### src/rtl/router_sync_n.sv
// Synchroniser between the router FSM and NUM_PORTS output FIFOs: latches the
// destination address, steers write enables, muxes full flags and runs per-channel read watchdogs.
module router_sync_n #(
  parameter int NUM_PORTS = 3,
  parameter int ADDR_W    = 2,
  parameter int TIMEOUT   = 30,
  parameter int CNT_W     = 10
) (
  input  logic                 clk,
  input  logic                 resetn,
  input  logic                 detect_add,
  input  logic                 we_reg,
  input  logic [ADDR_W-1:0]    datain,
  input  logic [NUM_PORTS-1:0] re,
  input  logic [NUM_PORTS-1:0] empty,
  input  logic [NUM_PORTS-1:0] full,
  output logic [NUM_PORTS-1:0] we,
  output logic                 fifo_full,
  output logic [NUM_PORTS-1:0] v_out,
  output logic [NUM_PORTS-1:0] soft_rst,
  output logic                 addr_err,
  output logic [ADDR_W-1:0]    sel_addr
);

  // One extra bit so NUM_PORTS == 2**ADDR_W is still representable.
  localparam logic [ADDR_W:0]  PORTS_LIM = (ADDR_W+1)'(NUM_PORTS);
  localparam logic [CNT_W-1:0] CNT_LAST  = CNT_W'(TIMEOUT - 1);

  logic [ADDR_W-1:0]    sel_addr_q, sel_addr_d;
  logic                 addr_err_q, addr_err_d;
  logic [NUM_PORTS-1:0] port_hit;

  always_comb begin
    sel_addr_d = sel_addr_q;
    addr_err_d = addr_err_q;
    if (detect_add) begin
      sel_addr_d = datain;
      addr_err_d = ({1'b0, datain} >= PORTS_LIM);
    end
  end

  always_ff @(posedge clk or negedge resetn) begin
    if (!resetn) begin
      sel_addr_q <= '0;
      addr_err_q <= 1'b0;
    end else begin
      sel_addr_q <= sel_addr_d;
      addr_err_q <= addr_err_d;
    end
  end

  for (genvar g = 0; g < NUM_PORTS; g++) begin : gen_dec
    assign port_hit[g] = (sel_addr_q == ADDR_W'(g));
  end

  // Steering always uses the registered address, so a header arriving with a
  // write strobe still targets the previous packet's FIFO.
  assign we        = (we_reg && !addr_err_q) ? port_hit : '0;
  assign fifo_full = !addr_err_q && (|(full & port_hit));
  assign v_out     = ~empty;
  assign addr_err  = addr_err_q;
  assign sel_addr  = sel_addr_q;

  for (genvar g = 0; g < NUM_PORTS; g++) begin : gen_wd
    logic [CNT_W-1:0] cnt_q, cnt_d;
    logic             pulse_q, pulse_d;
    logic             stall;

    assign stall = ~empty[g] & ~re[g];

    // A read or an empty FIFO restarts the count, even on the terminal edge.
    always_comb begin
      cnt_d   = '0;
      pulse_d = 1'b0;
      if (stall) begin
        if (cnt_q == CNT_LAST) begin
          pulse_d = 1'b1;
        end else begin
          cnt_d = cnt_q + CNT_W'(1);
        end
      end
    end

    always_ff @(posedge clk or negedge resetn) begin
      if (!resetn) begin
        cnt_q   <= '0;
        pulse_q <= 1'b0;
      end else begin
        cnt_q   <= cnt_d;
        pulse_q <= pulse_d;
      end
    end

    assign soft_rst[g] = pulse_q;
  end

endmodule

### config.mk
export PLATFORM = sky130hd
export DESIGN_NAME = router_sync_n
export DESIGN_NICKNAME = d
export VERILOG_FILES = /design/src/rtl/router_sync_n.sv
export SDC_FILE = /design/constraint.sdc
export NUM_CORES = 1
export LEC_CHECK = 0
export ABC_AREA = 1
export CORE_ASPECT_RATIO = 0.7
export CORE_MARGIN = 3
export CORE_UTILIZATION = 58
export CTS_BUF_LIST = sky130_fd_sc_hd__clkbuf_2
export CTS_CLUSTER_SIZE = 40
export DETAILED_ROUTE_END_ITERATION = 7
export PLACE_DENSITY = 0.9
export SYNTH_ARGS = -nofsm -noshare
export SYNTH_HDL_FRONTEND = slang
export SYNTH_SLANG_ARGS = --single-unit
### constraint.sdc
create_clock -name clk -period 3.3 [get_ports clk]
set_input_delay 0.825 -clock clk [delete_from_list [all_inputs] [get_ports clk]]
set_output_delay 0.825 -clock clk [all_outputs]
set_load 0.02 [all_outputs]
==> results list <==
- Result of the run: finished, final reports clean
- Clock buffer count from CTS: 5
- The synthesized design contains 0 enable-type register cells.
- The floorplan step defined a die boundary enclosing 4040 sq um.
- The worst path needs 2.99 ns of the cycle, external delays included.
- The initial antenna violation count came to 0.
- Effective utilization at floorplan: 64.7%
- Drt total wl: 3.81 mm
- The tightest min-delay check is of the in -> async type.
- Asr flop ratio synth: 100%
- Number of filler cells placed in the layout: around 230
* Unrepaired setup endpoints after global routing: false
* Post-synthesis area per instance: 7.58 sq um
- Crit path buf inv count: 3
- HPWL after detailed placement: 2.90 mm
- Final RePlAce weighted congestion: between 0.8 and 0.9
- Detail-routed via count per cell: 4.99
- Data arrival at the endpoint of the critical path: about 2.2 ns
- After technology mapping, the gate count stands at 253.
* Critical Path Fanout Max: 1
- Timing would allow up to 0.334 GHz.
* Met1 routed wirelength after detailed routing: approximately 1.9 mm
- Ranked by instance count, the synthesized netlist is headed by sky130_fd_sc_hd__nand2_1 (64), sky130_fd_sc_hd__nor2_1 (50), sky130_fd_sc_hd__inv_1 (38).
- The routed layout has 1603 vias.
* Number of top-level design ports: 28
- In the finished design, the share of the clock period the worst path needs comes to 90.7%.
* Top-area cell type share of the netlist area: 47.0%
* Number of distinct standard cells referenced by the synthesized netlist: 19
- In the final layout, the multi-input gates occupy 852 sq um.
* Area growth from synthesis to layout: 17.0%
- Maximum number of pins on one net before global-route repair: 37
- Counting every sink on the clock net gives 36.
* Total count of hold-check failures in the final report: 0
- Static leakage power: between 1 and 1.5 nW
- Headroom to the max-slew limit: 48.1%
- Total of flip-flops plus latches after synthesis: 36
- Detailed Route Iter0 Violations: 89
- Measured along the y axis, the die boundary spans between 50 and 60 microns.
* Total of warnings raised by yosys: 0
* Max rail drop VDD: about 0.00030 V
* Worst slew pin tran: between 0.7 and 0.8 ns
* Netlist area before placement: 1920 sq um
- Setup Total Neg Slack: 0 ns
* Average wire per standard cell: 11.9 microns
* CP Capture Type: output pin
- Summing all flip-flop and latch instances after layout gives 901 sq um.
- The post-route netlist has 5.61% of its cells at a drive strength greater than 1.
- Main area contributors after synthesis: sky130_fd_sc_hd__dfrtp_1 (47%), sky130_fd_sc_hd__nand2_1 (13%), sky130_fd_sc_hd__nor2_1 (9.8%)
* Remaining global-route overflow: 0
* Max Root-Sink Buffers: 2
- Number of cells upsized or downsized after cts: 0
* Final core area utilization: 75.8%
* Critical Path Max Stage Delay: between 0.5 and 0.6 ns
* Dominant delay contributor by cell family on the critical path: buffers and inverters
* Sequential-to-total area share from yosys stat: 47.0%
- In this run the power density over the cells is 328 nW/um^2.
- Clock-pin slew was measured on the worst setup and hold paths at roughly 0.17 ns.
- The routed design uses 1.71 mm of met2 wire.
- In this run the clock root is driven by a sky130_fd_sc_hd__clkbuf_2.
* Std cell rows: 16
- The clock tree synthesis step divided the H-tree into 2 levels.
- The die is around 75 microns wide.
- Max-cap violations in this run came to 0.
* Commonest register cell after synthesis: sky130_fd_sc_hd__dfrtp_1
- The worst setup path is launched from a primary input.
* Fin. max-slew vios: 0
- DR DRC count: 0
* First-pass GRT wire length: 6.22 mm
- Number of global-route vias before repair: about 1400
- The slowest stage of the critical path belongs to the cell sky130_fd_sc_hd__clkdlybuf4s50_1.
- Top Metal Used: met4
- Most numerous cell in the Yosys netlist: sky130_fd_sc_hd__nand2_1
- Met3 routed WL: ~190 microns
- The setup path with the least slack is of type in -> out.
- Core area: 2960 sq um
- Post-CTS timing repair inserted 0 buffers for setup.
- The clock reaches the later pin of the worst-skew pair after 0.37 ns.
- The number of nets in the synthesized netlist is 274.
* Required time at the endpoint of the critical path: 2.47 ns
- The clock arrives with 0.00778 ns of skew.
* Count of input and output buffers: 27
- Once detail routing completed, the nets flagged for antenna violations numbered 0.
* Largest area contributor in the synthesized netlist: sky130_fd_sc_hd__dfrtp_1
- Global-route total usage across every layer: 20.8%
- Setup violations remaining at the end of the flow were counted as 0.
- Chain of cells forming the critical path: clkdlybuf4s50_1 -> nand3_1 -> nand3_1 -> nand2_1 -> inv_1 -> clkdlybuf4s50_1
* Post-layout nets: 305
- Antenna cells: 0
- For this design, the CTS-stage hold fixing added 0 buffers.
* First drt pass iteration count: 5
* TritonCTS clock tree: built
-- worst register-to-register path: cells and delay by family, from the launching register on --
| family | cells | cell delay [ns] |
|---|---|---|
| fa+ha+maj | 1 | 0.16 |
| buf+inv | 1 | 0.09 |
| flops | 1 | 0.44 |
| simple gates | 5 | 0.52 |
-- final timing paths --
path	start	to	slack, ns	cells after the start
setup / recovery	full[2]	fifo_full	0.31	6
hold / removal	resetn	gen_wd[0].cnt_q[1]	0.50	1
setup reg to reg	gen_wd[2].cnt_q[1]	gen_wd[2].cnt_q[4]	1.99	7
hold reg to reg	gen_wd[0].cnt_q[0]	gen_wd[0].cnt_q[0]	0.52	1
max in group asynchronous	resetn	gen_wd[0].pulse_q	2.31	1
min in group clk	gen_wd[0].cnt_q[0]	gen_wd[0].cnt_q[0]	0.52	1
-- cell usage in the layout, fill, tap and decap left out, drive strengths merged, types with 2 or more instances in the layout --
master         count
a21oi              5
clkbuf             7
clkdlybuf4s50     26
dfrtp             36
ha                 6
inv               38
nand2             65
nand3             17
nand3b             3
nand4              3
nor2              54
nor3               7
o21ai              9
xnor2              2
xor2               5
-- final cells by class --
class / count / share of cell area (%)
Timing Repair Buffer: 27 / 11.8
Clock buffer: 7 / 1.56
Sequential cell: 36 / 40.1
Inverter: 38 / 6.35
Clock inverter: 1 / 0.167
Multi-Input combinational cell: 176 / 38.0
Tap cell: 36 / 2.01
-- metal layers --
metal | vias up | GRT usage [%]
met4 | 0 | 9.47
met2 | 38 | 29.9
met5 | - | 0
met3 | 4 | 5.41
li1 | 832 | -
met1 | 729 | 29.5
-- report_power, final --
group,total (mW),internal (mW),switching (mW)
logic,0.0836,0.0377,0.0459
clock network,0.197,0.0568,0.140
registers,0.456,0.448,0.00819
-- per-stage QoR --
step	std cells	power, mW	hold WS, ns	cell area [sq um]	setup WS, ns
2_1_floorplan	253	0.497	0.480	1920	1.12
3_3_place_gp	313	0.547	0.505	2210	0.344
3_5_place_dp	313	0.549	0.511	2210	0.305
4_1_cts	321	0.743	0.506	2240	0.303
5_1_grt	321	0.772	0.514	2240	0.225
6_report	321	0.736	0.502	2240	0.307
-- flip-flops by register name, indices dropped and copies added (netlist names) --
signal          cells
sel_addr            2
gen_wd.cnt_q       30
gen_wd.pulse_q      3
addr_err            1
-- logic make-up (layout without fill, tap and decap cells) --
family	count (synthesis)	count (layout)	share of synthesized area, %
flops	36	36	47.0
fa+ha+maj	6	6	3.91
simple gates	149	149	33.7
buf+inv	41	73	8.61
compound gates	14	14	3.65
xor+xnor	7	7	3.20
Power figures use the tool's default switching activity.
